File: src/rtl/m_bus_arbiter_pkg.sv
// Shared definitions for the two-requester bus arbiter.
//   state_e      : FSM encoding (IDLE, GRANT0, GRANT1, TURN)
//   CH_0 / CH_1  : mux/demux select values
//   arbitrate()  : picks the next state from the request pair and priority pointer
package m_bus_arbiter_pkg;

   localparam int unsigned DEF_MAX_HOLD = 16;
   localparam int unsigned DEF_CNT_W    = 5;

   typedef enum logic [1:0] {
      ST_IDLE   = 2'b00,
      ST_GRANT0 = 2'b01,
      ST_GRANT1 = 2'b10,
      ST_TURN   = 2'b11
   } state_e;

   localparam logic CH_0 = 1'b0;
   localparam logic CH_1 = 1'b1;

   // A tie goes to the requester named by the pointer.
   function automatic state_e arbitrate(input logic req_0, input logic req_1, input logic ptr);
      state_e nxt;
      nxt = ST_IDLE;
      if (req_0 && req_1) nxt = ptr ? ST_GRANT1 : ST_GRANT0;
      else if (req_0)     nxt = ST_GRANT0;
      else if (req_1)     nxt = ST_GRANT1;
      return nxt;
   endfunction

endpackage

File: src/rtl/m_bus_arbiter_if.sv
// Request/grant bundle between the two requesters and the arbiter.
//   w_req_0/1      : requests (requester -> arbiter)
//   w_grant_0/1    : grants (arbiter -> requester)
//   w_channel      : mux/demux select
//   w_bus_enable   : bus-valid qualifier
//   w_hold_count   : tenure of the current owner (debug)
interface m_bus_arbiter_if
   import m_bus_arbiter_pkg::*;
#(
   parameter int unsigned CNT_W = DEF_CNT_W
) ();

   logic             w_req_0;
   logic             w_req_1;
   logic             w_grant_0;
   logic             w_grant_1;
   logic             w_channel;
   logic             w_bus_enable;
   logic [CNT_W-1:0] w_hold_count;

   // Requester side.
   modport master (
      output w_req_0, w_req_1,
      input  w_grant_0, w_grant_1, w_channel, w_bus_enable, w_hold_count
   );

   // Arbiter side.
   modport slave (
      input  w_req_0, w_req_1,
      output w_grant_0, w_grant_1, w_channel, w_bus_enable, w_hold_count
   );

endinterface

File: src/rtl/m_bus_arbiter_sat_counter.sv
// Saturating up-counter with synchronous clear.
//   w_clock, w_reset : clock, async active-low reset
//   clr_i            : synchronous clear (wins over inc_i)
//   inc_i            : increment, holds at MAX
//   count_o          : current count
module m_sat_counter
   import m_bus_arbiter_pkg::*;
#(
   parameter int unsigned CNT_W = DEF_CNT_W,
   parameter int unsigned MAX   = DEF_MAX_HOLD
) (
   input  logic             w_clock,
   input  logic             w_reset,
   input  logic             clr_i,
   input  logic             inc_i,
   output logic [CNT_W-1:0] count_o
);

   localparam logic [CNT_W-1:0] MAX_C = CNT_W'(MAX);

   logic [CNT_W-1:0] count_q;
   logic [CNT_W-1:0] count_d;

   // Next count: clear, increment, or hold at saturation.
   always_comb begin
      count_d = count_q;
      if (clr_i)                         count_d = '0;
      else if (inc_i && count_q != MAX_C) count_d = count_q + CNT_W'(1);
   end

   always_ff @(posedge w_clock or negedge w_reset) begin
      if (!w_reset) count_q <= '0;
      else          count_q <= count_d;
   end

   assign count_o = count_q;

endmodule

File: src/rtl/m_bus_arbiter.sv
// Round-robin arbiter for two requesters sharing the 8-bit mux/demux bus.
// A one-cycle TURN gap separates every change of owner; tenure is capped at
// MAX_HOLD cycles when the other side is waiting.
//   w_clock, w_reset : clock, async active-low reset
//   bus              : request/grant bundle (slave modport)
module m_bus_arbiter
   import m_bus_arbiter_pkg::*;
#(
   parameter int unsigned MAX_HOLD = DEF_MAX_HOLD,
   parameter int unsigned CNT_W    = DEF_CNT_W
) (
   input  logic            w_clock,
   input  logic            w_reset,
   m_bus_arbiter_if.slave  bus
);

   state_e           state_q, state_d;
   logic             ptr_q, ptr_d;
   logic             grant0_q, grant0_d;
   logic             grant1_q, grant1_d;
   logic             chan_q, chan_d;
   logic             en_q, en_d;
   logic             hold_clr, hold_inc;
   logic             hold_at_max;
   logic [CNT_W-1:0] hold_cnt;

   assign hold_at_max = (hold_cnt == CNT_W'(MAX_HOLD));

   // Next state, pointer and registered-output precompute.
   always_comb begin
      state_d  = state_q;
      ptr_d    = ptr_q;
      chan_d   = chan_q;
      grant0_d = 1'b0;
      grant1_d = 1'b0;
      en_d     = 1'b0;
      hold_inc = 1'b0;
      hold_clr = 1'b0;

      unique case (state_q)
         ST_IDLE, ST_TURN: state_d = arbitrate(bus.w_req_0, bus.w_req_1, ptr_q);
         ST_GRANT0: begin
            // Release and preemption collapse into one move to TURN.
            if (!bus.w_req_0 || (hold_at_max && bus.w_req_1)) begin
               state_d = ST_TURN;
               ptr_d   = 1'b1;
            end
         end
         ST_GRANT1: begin
            if (!bus.w_req_1 || (hold_at_max && bus.w_req_0)) begin
               state_d = ST_TURN;
               ptr_d   = 1'b0;
            end
         end
         default: state_d = ST_IDLE;
      endcase

      grant0_d = (state_d == ST_GRANT0);
      grant1_d = (state_d == ST_GRANT1);
      en_d     = grant0_d | grant1_d;
      hold_inc = en_d;
      hold_clr = !en_d;

      // Select moves only on entry to a grant; it parks during IDLE/TURN.
      if (grant0_d)      chan_d = CH_0;
      else if (grant1_d) chan_d = CH_1;
   end

   always_ff @(posedge w_clock or negedge w_reset) begin
      if (!w_reset) begin
         state_q  <= ST_IDLE;
         ptr_q    <= 1'b0;
         grant0_q <= 1'b0;
         grant1_q <= 1'b0;
         chan_q   <= CH_0;
         en_q     <= 1'b0;
      end else begin
         state_q  <= state_d;
         ptr_q    <= ptr_d;
         grant0_q <= grant0_d;
         grant1_q <= grant1_d;
         chan_q   <= chan_d;
         en_q     <= en_d;
      end
   end

   // Tenure counter: 1 in the first grant cycle, cleared outside grants.
   m_sat_counter #(
      .CNT_W (CNT_W),
      .MAX   (MAX_HOLD)
   ) u_hold (
      .w_clock (w_clock),
      .w_reset (w_reset),
      .clr_i   (hold_clr),
      .inc_i   (hold_inc),
      .count_o (hold_cnt)
   );

   assign bus.w_grant_0    = grant0_q;
   assign bus.w_grant_1    = grant1_q;
   assign bus.w_channel    = chan_q;
   assign bus.w_bus_enable = en_q;
   assign bus.w_hold_count = hold_cnt;

endmodule

File: src/flat_wrapper.sv
// flat-port wrapper written by rule: the top's interface ports become plain ports
module m_bus_arbiter_flat import m_bus_arbiter_pkg::*;
#(
   parameter int unsigned MAX_HOLD = DEF_MAX_HOLD,
   parameter int unsigned CNT_W    = DEF_CNT_W
)
  (w_clock, w_reset, bus_w_req_0, bus_w_req_1, bus_w_grant_0, bus_w_grant_1, bus_w_channel, bus_w_bus_enable, bus_w_hold_count);
  m_bus_arbiter_if #(.CNT_W(CNT_W)) bus_i ();
  input  logic w_clock;
  input  logic w_reset;
  input wire logic [$bits(bus_i.w_req_0)-1:0] bus_w_req_0;
  input wire logic [$bits(bus_i.w_req_1)-1:0] bus_w_req_1;
  output wire logic [$bits(bus_i.w_grant_0)-1:0] bus_w_grant_0;
  output wire logic [$bits(bus_i.w_grant_1)-1:0] bus_w_grant_1;
  output wire logic [$bits(bus_i.w_channel)-1:0] bus_w_channel;
  output wire logic [$bits(bus_i.w_bus_enable)-1:0] bus_w_bus_enable;
  output wire logic [$bits(bus_i.w_hold_count)-1:0] bus_w_hold_count;
  assign bus_i.w_req_0 = bus_w_req_0;
  assign bus_i.w_req_1 = bus_w_req_1;
  assign bus_w_grant_0 = bus_i.w_grant_0;
  assign bus_w_grant_1 = bus_i.w_grant_1;
  assign bus_w_channel = bus_i.w_channel;
  assign bus_w_bus_enable = bus_i.w_bus_enable;
  assign bus_w_hold_count = bus_i.w_hold_count;
  m_bus_arbiter #(.MAX_HOLD(MAX_HOLD), .CNT_W(CNT_W)) u_core (.w_clock(w_clock), .w_reset(w_reset), .bus(bus_i));
endmodule
File: config.mk
export PLATFORM = sky130hd
export DESIGN_NAME = m_bus_arbiter_flat
export DESIGN_NICKNAME = d
export VERILOG_FILES = /design/src/rtl/m_bus_arbiter_pkg.sv /design/src/rtl/m_bus_arbiter_if.sv /design/src/rtl/m_bus_arbiter_sat_counter.sv /design/src/rtl/m_bus_arbiter.sv /design/src/flat_wrapper.sv
export SDC_FILE = /design/constraint.sdc
export NUM_CORES = 1
export LEC_CHECK = 0
export CAP_MARGIN = 20
export CORE_MARGIN = 1
export CORE_UTILIZATION = 30
export DETAILED_ROUTE_END_ITERATION = 8
export GPL_TIMING_DRIVEN = 0
export SETUP_SLACK_MARGIN = 0.02
export SLEW_MARGIN = 20
export SYNTH_ARGS = -nofsm -noshare
export SYNTH_HDL_FRONTEND = slang
export SYNTH_SLANG_ARGS = --single-unit
File: constraint.sdc
create_clock -name w_clock -period 3.15 [get_ports w_clock]
set_clock_uncertainty 0.15 [all_clocks]
set_input_delay 0.4725 -clock w_clock [delete_from_list [all_inputs] [get_ports w_clock]]
set_output_delay 0.4725 -clock w_clock [all_outputs]
set_load 0.02 [all_outputs]
# Word level (Yosys, flattened, before mapping)

Cells that the tools add are included.
W data, S select, Z words.

Flip-flop bits (word level): 12
Bits of input ports: 4
Output and inout port bits: 9
Logic and storage cells: 46

Add/sub/neg operators: 1
Equality and inequality tests: 10
Multiplexer cells: 14
Bitwise gates (word level): 1
Reduce and logical (&&, ||, !) cells: 13

Operators by type and width:

| cell                  | count |
|---|---|
| $mux W2               | 6 |
| $mux W5               | 2 |
| $eq A2 B2 Y1 const B  | 3 |
| $pmux W2 S3           | 1 |
| $add A5 B1 Y5 const B | 1 |
| $eq A5 B5 Y1 const B  | 1 |
| $ne A5 B5 Y1 const B  | 1 |
| $eq A2 B1 Y1 const B  | 2 |
| $logic_and A1 B1 Y1   | 4 |
| $mux W1               | 4 |
| $ne A2 B1 Y1 const B  | 2 |
| $reduce_bool A2 Y1    | 2 |
| $reduce_and A3 Y1     | 1 |
| $logic_not A1 Y1      | 2 |
| $logic_not A2 Y1      | 1 |
| $logic_or A1 B1 Y1    | 2 |
| $ne A2 B2 Y1 const B  | 1 |
| $pmux W1 S2           | 1 |
| $reduce_or A2 Y1      | 1 |
| $or A1 B1 Y1          | 1 |

# Logic depth before layout (Yosys ltp)

Word-level depth: 10
Gate-level depth with buffers: 10
Mapped depth without buffers: 8

# Modules after synthesis

A second synthesis with hierarchy kept.

Cell total of the unflattened synthesis: 65
Area total of the unflattened synthesis: 673.1 um^2

By module, submodules not included:

| module        | times used | cells each | area an instance (um^2) | sequential area each (um^2) |
|---|---|---|---|---|
| m_bus_arbiter | 1          | 38         | 396.6                   | 175.2 |
| m_sat_counter | 1          | 27         | 276.5                   | 125.1 |

# Least setup slack after synthesis

OpenSTA, ideal clock, no wires.

Kind: flip-flop to flip-flop
Start: register u_core.u_hold.count_q[0], in the netlist u_core.u_hold.count_o[0]
End: register u_core.chan_q, in the netlist u_core.bus.w_channel
Setup time: 134 ps
Arrival: 2136 ps
Data required time: 2866 ps
Path slack: 730 ps
Cell stages (with the launch flop): 10
Path buffers: 2
Clock period less this slack: 2420 ps
Path through: dfrtp_1 inv_1 ha_1 nor4bb_1 buf_4 nand2_2 a221o_1 ha_1 clkbuf_1 o21ai_0

Cells in the longest elaborated chain, start to end: 7
Elaborated cells between the ends (all ways): 12
Classes of those cells: 3 x eq/ne; 4 x mux; 5 x reduce/logical

Ends and longest elaborated chain:

| what                                          | line                                     | text |
|---|---|---|
| start, declared                               | m_bus_arbiter_sat_counter.sv:21          | `logic [CNT_W-1:0] count_q;` |
| start signal, assigned                        | m_bus_arbiter_sat_counter.sv:33          | `else count_q <= count_d;` |
| $eq A5 B5 Y1 *                                | m_bus_arbiter.sv:27                      | `assign hold_at_max = (hold_cnt == CNT_W'(MAX_HOLD));` |
| $logic_and A1 B1 Y1, on equally long branches | m_bus_arbiter.sv:50, m_bus_arbiter.sv:44 |  |
| $logic_or A1 B1 Y1, on equally long branches  | m_bus_arbiter.sv:50, m_bus_arbiter.sv:44 |  |
| $mux W2, on equally long branches             | m_bus_arbiter.sv:50, m_bus_arbiter.sv:44 |  |
| $pmux W2 S3 *                                 | m_bus_arbiter.sv:40                      | `unique case (state_q)` |
| $eq A2 B1 Y1 or $eq A2 B2 Y1 (tied branches)  | m_bus_arbiter.sv:58, m_bus_arbiter.sv:59 |  |
| $mux W1 or $reduce_bool A2 Y1 (tied branches) | n/a                                      |  |
| end signal, assigned                          | m_bus_arbiter.sv:82                      | `chan_q <= chan_d;` |
| end, declared                                 | m_bus_arbiter.sv:21                      | `logic chan_q, chan_d;` |

Mark *: on every way between the ends. The rest lies on a longest branch, timed or not.
A chain may end at the register's enable or synchronous reset.

# Final worst setup path

Start: register u_core.state_q[0]
End: register u_core.chan_q, in the netlist u_core.bus.w_channel

Cells in the longest elaborated chain, start to end: 5
Elaborated cells between the ends (all ways): 12
Classes of those cells: 5 x eq/ne; 4 x mux; 3 x reduce/logical

Ends and longest elaborated chain:

| what                                             | line                                     | text |
|---|---|---|
| start, declared                                  | m_bus_arbiter.sv:17                      | `state_e state_q, state_d;` |
| start signal, assigned                           | m_bus_arbiter.sv:78                      | `state_q <= state_d;` |
| $eq A2 B2 Y1 or $logic_not A2 Y1 (tied branches) | m_bus_arbiter.sv:40                      |  |
| $reduce_or A2 Y1                                 | m_bus_arbiter.sv:40                      |  |
| $pmux W2 S3 *                                    | m_bus_arbiter.sv:40                      |  |
| via u_core.state_d[0]                            | m_bus_arbiter.sv:17                      |  |
| $eq A2 B1 Y1 or $eq A2 B2 Y1 (tied branches)     | m_bus_arbiter.sv:58, m_bus_arbiter.sv:59 |  |
| $mux W1 or $reduce_bool A2 Y1 (tied branches)    | n/a                                      |  |

Mark *: on every way through the listed nets, which the timed path passes. The rest lies on a longest branch.

==> impl_metrics.yaml <==
critical_path:
  endpoint_kind: "flip-flop"
  critPathMaxFanout: 9
  cp_data_arrival_time_ps: 2660
  critical_path_class: "reg -> reg"
  required_ps: 3140
  crit_path_start_kind: "flip-flop"
global_route:
  overflow: 0
  grt_usage_pct: 11.3
  grt_max_degree: 13
  antenna_found_initial: 0
  grt_first_pass_wirelength_um: 1990
  grt_pass1_vias: 446
timing:
  tns_ps: 0
  tightestPinTransition_ps: 540
  period_minus_slack_ps: 2660
  finalSetupViolations: 0
  timing.fmax_mhz: 375
  hold_viol: 0
  finalCritPeriodShare_pct: 84.6
  slew_headroom_pct: 63.9
  final_max_slew_viol_count: 0
  finalWorstSetupSlack_ps: 485
  grt_setup_unrepaired: "no"
pwr:
  power.density_mw_per_mm2: 1130
  p_leak_nw: 0.382
  vdd_drop_max_v: 0.000761
route:
  detail-route-antenna-nets: 0
  drc_errors: 0
  wl_um: 1160
  drt_first_pass_iters: 3
  via_count: 495
  routedWlPerCell_um: 10.9
  via_per_inst: 4.67
  drtIter0Drc: 4
logic_synthesis:
  synthCells: 63
  yosysUniqueCellTypes: 29
  synth_edf_count: 0
  seq_area_frac_synth_pct: 45.5
  syn_avg_cell_area_um2: 10.5
  ys_ff_latch: 12
  yosys_warnings: 0
  syn-cell-area_um2: 661
  synthFlopType: "dfrtp_1"
  synthArstFlopShare_pct: 100
  syn-num-nets: 74
finish:
  drive_gt1_share_pct: 10.1
  multi_input_area_um2: 322
  insertedDiodeCount: 0
  fillers: 206
  postLayoutCellArea_um2: 851
  regArea_um2: 300
  final_cell_mix: "12 x clkdlybuf4s50_1, 12 x dfrtp_1, 7 x ha_1"
  layout.nets: 91
  area_delta_synth_final_pct: 28.8
clock_tree:
  cts_tree: "built"
  clock_latency_ps: 270
  root_buffer: "clkbuf_4"
  clk_pin_slew_worst_paths_ps: 70
  holdBufCountCts: 0
  cts_setup_buffers: 0
  cts.path.max_buffers: 2
  cts_num_sinks: 12
  cts.htree.levels: 1
  cts_resized: 0
  cts_buffers: 3
status:
  status: "completed"
die:
  fp.dieArea_mm2: 0.00239
  io_pins: 13
  rows: 16
  core_mm2: 0.00202
  die_x_um: 48.9
  die_y_um: 48.9
  initial_utilization_pct: 32.7
place:
  portBuffers: 12
  place_area_um2: 815
  hpwl_um: 870
  place_congestion: 0.768
  pre_cts_slack_ps: 331
min_path:
  hold_class: "reg -> reg"
flow_run:
  maxCapViolCount: 0
==> worst paths after layout <==
kind	start	to	slack, ps	cells past startpoint
min reg2reg	u_core.bus.w_channel	u_core.bus.w_channel	340	2
min in group asynchronous	w_reset	u_core.u_hold.count_o[2]	400	1
max reg2reg	u_core.state_q[0]	u_core.bus.w_channel	490	9
min	u_core.bus.w_channel	u_core.bus.w_channel	340	2
max	u_core.state_q[0]	u_core.bus.w_channel	490	9
max in group asynchronous	w_reset	u_core.bus.w_grant_0	2090	1
==> state kept, by name, indices dropped and copies added, names as in the netlist <==
name	cells
u_core.ptr_q	1
u_core.bus.w_channel	1
u_core.bus.w_grant_1	1
u_core.bus.w_bus_enable	1
u_core.state_q	2
u_core.bus.w_grant_0	1
u_core.u_hold.count_o	5
==> per-layer routing <==
| layer | up-vias | GRT usage, % | part of all wire (%) |
|---|---|---|---|
| li1 | 247 | - | - |
| met1 | 228 | 15.0 | 51 |
| met2 | 16 | 15.5 | 42 |
| met3 | 4 | 3.74 | 4.5 |
| met4 | 0 | 7.35 | 2.3 |
| met5 | - | 0 | 0 |
==> worst max-delay path, stage by stage, from the launching register on <==
cell      delay, ps
dfrtp_1         390
inv_1            60
ha_1            280
buf_2           160
or4b_1          470
a21oi_1         190
a211oi_1        110
ha_1            300
clkbuf_1        290
o21ai_0         140
==> per-stage QoR <==
step	util [%]	hold WS (ps)	std cells	power, mW
5_1_grt	42.1	403	106	1.06
3_3_place_gp	40.3	322	102	0.825
3_5_place_dp	40.3	329	102	0.850
4_1_cts	42.1	349	106	0.978
2_1_floorplan	-	26.9	63	0.665
6_report	42.1	345	106	0.964
==> kinds of logic after synthesis <==
group	after synthesis	share of synthesized area, %
AND/OR/NAND/NOR	20	16.5
XOR/XNOR	4	5.30
multiplexers	2	3.22
buffers and inverters	9	5.87
AO/OA/AOI/OAI	9	10.4
adder cells (fa/ha/maj)	7	13.3
flip-flops	12	45.5
==> power breakdown <==
part           switching (mW)  internal [mW]  leakage (nW)
logic                   0.327          0.245         0.210
registers              0.0432          0.227         0.150
clock network          0.0529         0.0702        0.0210
==> synth_stat cells, types with 2 or more instances <==
| cell | n | area [um^2] |
|---|---|---|
| dfrtp_1 | 12 | 300 |
| nand2_1 | 4 | 15.0 |
| ha_1 | 7 | 87.6 |
| xor2_1 | 2 | 17.5 |
| xnor2_1 | 2 | 17.5 |
| nand3_1 | 2 | 10.0 |
| o21ai_0 | 2 | 10.0 |
| inv_1 | 6 | 22.5 |
| nor2_1 | 5 | 18.8 |
| nor3_1 | 2 | 10.0 |
==> layout make-up <==
type                    count  area share, %
inverters                   6           2.65
plain buffers               3           1.91
clock buffers               4           4.26
repair buffers             12           14.1
flip-flops and latches     12           35.3
well taps                  27           3.97
multi-input cells          42           37.8
No activity file was read; power rests on OpenSTA's default activity.
